[config.mk]
export PLATFORM = sky130hd
export DESIGN_NAME = memory_arbiter
export DESIGN_NICKNAME = d
export VERILOG_FILES = /design/src/rtl/cpu_types_pkg.sv /design/src/rtl/diaosi_types_pkg.sv /design/src/rtl/arb_watchdog.sv /design/src/rtl/memory_arbiter.sv
export SDC_FILE = /design/constraint.sdc
export NUM_CORES = 1
export LEC_CHECK = 0
export ABC_CLOCK_PERIOD_IN_PS = 1800
export CORE_AREA = 2 2 104 106
export DETAILED_ROUTE_END_ITERATION = 10
export DIE_AREA = 0 0 106 108
export PLACE_DENSITY = 0.63
export RECOVER_POWER = 25
export SYNTH_ARGS = -nofsm -noshare
export SYNTH_HDL_FRONTEND = slang
export SYNTH_SLANG_ARGS = --single-unit
[constraint.sdc]
create_clock -name CLK -period 1.8 [get_ports CLK]
set_clock_uncertainty 0.15 [all_clocks]
set_input_delay 0.54 -clock CLK [delete_from_list [all_inputs] [get_ports CLK]]
set_output_delay 0.54 -clock CLK [all_outputs]
set_load 0.03 [all_outputs]
[src/rtl/cpu_types_pkg.sv]
// cpu_types_pkg: shared CPU datapath types used by the memory system.
package cpu_types_pkg;
    typedef logic [31:0] word_t;
    typedef enum logic [1:0] {FREE, BUSY, ACCESS, ERROR} ramstate_t;
endpackage

[src/rtl/diaosi_types_pkg.sv]
// diaosi_types_pkg: arbiter state encoding.
package diaosi_types_pkg;
    typedef enum logic [1:0] {IDLE, GRANT_D, GRANT_I} arb_state_t;
endpackage

[src/rtl/arb_watchdog.sv]
// arb_watchdog: counts stalled grant cycles and flags a sticky abort at TIMEOUT_CYCLES.
module arb_watchdog #(
    parameter int TIMEOUT_CYCLES = 255
) (
    input  logic clk,
    input  logic rst,
    input  logic hold,
    output logic abort,
    output logic arb_err
);
    localparam int CW = $clog2(TIMEOUT_CYCLES + 1);
    logic [CW-1:0] cnt;
    assign abort = hold && cnt == CW'(TIMEOUT_CYCLES - 1);
    always_ff @(posedge clk or posedge rst)
        if (rst) begin
            cnt     <= '0;
            arb_err <= 1'b0;
        end else begin
            cnt     <= hold && !abort ? cnt + 1'b1 : '0;
            arb_err <= arb_err | abort;
        end
endmodule

[src/rtl/memory_arbiter.sv]
// memory_arbiter: shares the RAM port between fetch and data, alternating on contention.
// Define ARB_TIMEOUT_EN to add a watchdog that aborts grants stuck without ACCESS.
module memory_arbiter
    import cpu_types_pkg::*;
    import diaosi_types_pkg::*;
#(
    parameter int TIMEOUT_CYCLES = 255
) (
    input  logic      CLK,
    input  logic      RST,
    input  logic      iREN,
    input  word_t     iaddr,
    output logic      iwait,
    output word_t     iload,
    input  logic      dREN,
    input  logic      dWEN,
    input  word_t     daddr,
    input  word_t     dstore,
    output logic      dwait,
    output word_t     dload,
    output logic      ramREN,
    output logic      ramWEN,
    output word_t     ramaddr,
    output word_t     ramstore,
    input  word_t     ramload,
    input  ramstate_t ramstate,
    output logic      arb_err
);
    arb_state_t state, state_raw, state_next;
    logic d_req, access, abort;

    assign d_req  = dREN | dWEN;
    assign access = ramstate == ACCESS;

    always_ff @(posedge CLK or posedge RST)
        if (RST) state <= IDLE;
        else     state <= state_next;

    // A completed grant hands over to the other side if it is waiting
    always_comb begin
        state_raw = IDLE;
        case (state)
            IDLE:    state_raw = d_req ? GRANT_D : iREN ? GRANT_I : IDLE;
            GRANT_D: state_raw = access ? (iREN ? GRANT_I : IDLE) : d_req ? GRANT_D : IDLE;
            GRANT_I: state_raw = access ? (d_req ? GRANT_D : IDLE) : iREN ? GRANT_I : IDLE;
            default: state_raw = IDLE;
        endcase
        state_next = abort ? IDLE : state_raw;
    end

    assign ramREN   = state == GRANT_I ? iREN : state == GRANT_D ? dREN & ~dWEN : 1'b0;
    assign ramWEN   = state == GRANT_D && dWEN;
    assign ramaddr  = state == GRANT_D ? daddr : state == GRANT_I ? iaddr : '0;
    assign ramstore = state == GRANT_D ? dstore : '0;
    assign iwait    = iREN & ~(state == GRANT_I && access);
    assign dwait    = d_req & ~(state == GRANT_D && access);
    assign iload    = ramload;
    assign dload    = ramload;

`ifdef ARB_TIMEOUT_EN
    logic hold;
    assign hold = state != IDLE && state_raw == state;
    arb_watchdog #(.TIMEOUT_CYCLES(TIMEOUT_CYCLES)) u_watchdog (
        .clk(CLK),
        .rst(RST),
        .hold(hold),
        .abort(abort),
        .arb_err(arb_err)
    );
`else
    assign abort   = 1'b0;
    // never true; the parameter only sizes the watchdog
    assign arb_err = TIMEOUT_CYCLES < 0;
`endif
endmodule

Word-level counts from Yosys, hierarchy flattened
Index checks and enable logic that the tools add are counted.
{"block": "word_totals", "register_bits": 2, "latch_bits": 0, "ram_bits": 0, "rom_bits": 0, "mem_count": 0}
{"block": "op_classes", "add_sub_neg": 0, "mul": 0, "div": 0, "n_lt_le_gt_ge": 0, "n_eq_ne": 3, "shift": 0, "n_mux": 11, "n_bitwise": 7, "reduce_logical": 4}
{"op": "32-bit two-way mux", "n": 3}
{"op": "2-bit two-way mux", "n": 4}
{"op": "2-bit one-hot mux with 3 select lines", "n": 1}
{"op": "2-bit equality test (second input constant)", "n": 2}
{"op": "1-bit bitwise AND", "n": 3}
{"op": "1-bit logical AND", "n": 3}
{"op": "1-bit two-way mux", "n": 3}
{"op": "1-bit inverter", "n": 3}
{"op": "2-bit by 1-bit equality test with 1-bit output (second input constant)", "n": 1}
{"op": "2-bit logical NOT", "n": 1}
{"op": "1-bit bitwise OR", "n": 1}

Depth between registers and ports, before layout
{"block": "logic_depth", "word_depth": 4, "ltp_mapped": 4}

Worst setup path after synthesis
No wires, ideal clock.
{"block": "synth_path", "path_kind": "register to output", "from": "reg state[1]", "to": "out iwait", "t_arrival_ns": 1.328, "slack_ns": -0.218, "stages_incl_launch_ff": 5, "path_buffers": 2, "cell_sequence": "dfrtp_1 nor2b_1 buf_4 buf_6 a21boi_1"}
{"block": "synth_between", "elab_chain_cells": 4}
{"item": "start: declaration", "line_no": "memory_arbiter.sv:29", "rtl": "arb_state_t state, state_raw, state_next;"}
{"item": "start signal: assignment", "line_no": "memory_arbiter.sv:37", "rtl": "else state <= state_next;"}
{"item": "2-bit equality test", "line_no": "memory_arbiter.sv:55", "rtl": "assign iwait = iREN & ~(state == GRANT_I && access);"}
{"item": "1-bit logical AND", "line_no": "memory_arbiter.sv:55"}
{"item": "1-bit inverter", "line_no": "memory_arbiter.sv:55"}
{"item": "1-bit bitwise AND", "line_no": "memory_arbiter.sv:55"}
{"item": "end: declaration", "line_no": "memory_arbiter.sv:13", "rtl": "output logic iwait,"}
No other way between the ends.

Worst setup path after layout
{"block": "layout_path", "from": "reg state[0]", "to": "out ramaddr[12]"}
{"block": "layout_between", "elab_chain_cells": 3, "elab_cells_between_ends": 4, "cone_classes": "eq/ne (2); mux (2)"}
{"item": "2-bit equality test", "line_no": "memory_arbiter.sv:53", "rtl": "assign ramaddr = state == GRANT_D ? daddr : state == GRANT_I ? iaddr : '0;"}
{"item": "32-bit two-way mux", "line_no": "memory_arbiter.sv:53"}
{"item": "32-bit two-way mux (*)", "line_no": "memory_arbiter.sv:53"}
{"item": "end: declaration", "line_no": "memory_arbiter.sv:23", "rtl": "output word_t ramaddr,"}
Mark *: on every way between the ends. The rest lies on a longest branch, timed or not.

==> flow_metrics.tcl <==
set metrics [dict create \
    p_sw_uw 789 \
    postCtsHoldBufs 0 \
    r2r_slack_ps 640 \
    synth_area_leader_cell "buf_4" \
    drc_errors 0 \
    antenna_found_initial 0 \
    ys_types 17 \
    rsz0062_at_grt "yes" \
    grt_pass1_wl_um 7260 \
    io_pins 268 \
    ir_drop_mv 0.313 \
    core_mm2 0.0102 \
    synthAdderAreaFrac_pct 0 \
    synth_area_per_cell_um2 7.72 \
    post_drt_wl_per_cell_um 13.9 \
    violations "setup timing" \
    area_delta_synth_final_pct 144 \
    min_path_type "reg2reg" \
    cts_tree "built" \
    synthMuxAreaShare_pct 0.826 \
    syn_inst 157 \
    hpwl_um 4250 \
    first_global_vias 1441 \
    gr-total-overflow 0 \
    cp_cell_sequence "nor2b_4, buf_12, buf_12, a22o_2, buf_6" \
    slew_violations 0 \
    ys_ff_latch 2 \
    fin_nets 404 \
    clk_latency_ps 210 \
    drt-total-wl_um 5620 \
    combinationalPowerShare_pct 87.2 \
    critPathCaptureType "primary output" \
    yosysWarnings 0 \
    fillers 1058 \
    cts-root-buf "clkbuf_8" \
    final_common_cell "clkdlybuf4s50_1" \
    multiInputGateArea_um2 733 \
    cts.clk_slew.worst_paths_ps 30 \
    grt.total_usage_pct 7.82 \
    ant_nets 0 \
    clkSinkCount 2 \
    gp_congestion 0.644 \
    netlist.area_leader.share_pct 42.7 \
    stdcell_count 403 \
    fp.dieH_um 108 \
    startpoint_type "flip-flop" \
    final_cell_mix "clkdlybuf4s50_1 (95), buf_6 (69), a22o_2 (23), and2_1 (19), and2_4 (14)" \
    fin_ws_ps -326 \
    seqCellArea_um2 50.0 \
    status "finished with violations" \
    period_minus_slack_ps 2130 \
    largest_reg_flops 2 \
    internal_power_uw 1030 \
    swShare_pct 43.3 \
    top_regs "state x2" \
    synth.cell_area_mm2 0.00121 \
    hold_ws_ps 438 \
    place_ws_ps -456 \
    drive_gt1_share_pct 49.8 \
    syn_nets 292 \
    top_register "state" \
    cp_num_buf_inv 3 \
    path_class "reg2out" \
    power.density_mw_per_mm2 615 \
    max_freq_ghz 0.470 \
    p_leak_uw 0.00129 \
    initialDrtViolationCount 17 \
    start_util_pct 11.9 \
    clockPowerShare_pct 9.7 \
    ys_seq_area_share_pct 4.13 \
    dieArea_mm2 0.0114 \
    max_cap_viol_count 0 \
    via_per_inst 3.64 \
    crit_required_ps 1110 \
    cp_slowest_cell "dfrtp_1" \
    crit_arrival_ps 1440 \
    synth_top_family_by_area "buffers and inverters" \
    cts_made_buffers 3 \
    period_share_pct 118 \
    synth_area_leaders "buf_4 (43%), a22o_1 (23%), and2_1 (17%)" \
    synth-simple-area-share_pct 20.0 \
    crit_top_cell "buf_12" \
    grt_max_degree 44 \
    first_pass_iters 4 \
    seqPwrFrac_pct 3.1 \
    finalHoldViolCount 0 \
    path_max_fanout 24 \
    die_x_um 106 \
    synth_compound_gate_area_share_pct 26.4 \
    clockBufferDepth 2 \
    dpl.cell_count 395 \
    finish.utilization_pct 29.0 \
    setup_violations 68 \
    via_count 1467 \
    synth_xor_area_share_pct 0 \
    htreeDepth 1 \
    fp-row-count 37 \
    io_buffers 170 \
    antenna_cells 0 \
    crit_family "buffers and inverters" \
    critical_path.max_stage_delay_ps 380 \
]
-- logic make-up after synthesis --
| family | count (synthesis) |
|---|---|
| buf+inv | 78 |
| simple gates | 38 |
| compound gates | 37 |
| flops | 2 |
| mux | 1 |
| other cells | 1 |
-- layer usage --
layer	vias to the layer above	GRT usage (%)	routed length, µm	part of all wire (%)
met5	-	0	0	0
met4	0	3.67	172	3.1
met3	27	2.89	584	10
met2	106	14.1	2840	51
met1	646	8.09	2020	36
li1	688	-	-	-
-- Yosys cell counts --
master / number
a21boi_1: 1
buf_6: 4
conb_1: 1
nor2_1: 1
a21oi_1: 1
nor2b_1: 3
buf_4: 69
mux2i_1: 1
dfrtp_1: 2
a22o_1: 32
o311a_1: 1
buf_2: 3
nor2b_4: 1
and2_1: 33
a211oi_1: 1
a32o_1: 1
inv_1: 2
-- worst min-delay path, delay by kind of cell, from the launching register on --
kind / cells / cell delay [ps]
flops: 1 / 360
buf+inv: 1 / 130
compound gates: 1 / 60
-- final timing paths --
path	startpoint	end	cells after the start
max reg2reg	state[1]	state[1]	2
min	state[0]	state[0]	2
max	state[0]	ramaddr[12]	5
min reg2reg	state[0]	state[0]	2
max in group asynchronous	RST	state[0]	2
min in group asynchronous	RST	state[1]	2
-- power groups by stage --
stage          Sequential (µW)  Clock [µW]  Combinational, µW
2_1_floorplan             58.1           0                994
3_3_place_gp              58.6           0               1310
3_5_place_dp              58.7           0               1310
4_1_cts                   58.4         183               1470
5_1_grt                   58.0         185               1650
6_report                  56.9         176               1590
-- repair_timing --
item,CTS,global route
resized for setup,75,21
gates cloned,0,2
setup endpoints to repair,69,68
hold endpoints to repair,0,0
pin swaps,2,8
setup buffers,1,2
-- layout make-up --
type | instances | share of cell area, %
clock buffer | 3 | 1.39
inverter | 2 | 0.253
multi-input combinational | 77 | 24.7
sequential | 2 | 1.69
tap | 136 | 5.74
timing repair buffer | 183 | 66.2
-- stage by stage --
stage / power [µW] / cell area [µm²] / TNS (ps)
5_1_grt: 1890 / 2960 / -20690
4_1_cts: 1710 / 2820 / -16820
2_1_floorplan: 1050 / 1270 / -75.4
3_3_place_gp: 1360 / 2510 / -13790
6_report: 1820 / 2960 / -17770
3_5_place_dp: 1370 / 2510 / -13990
Note: power is estimated with default switching activity, not from simulation.
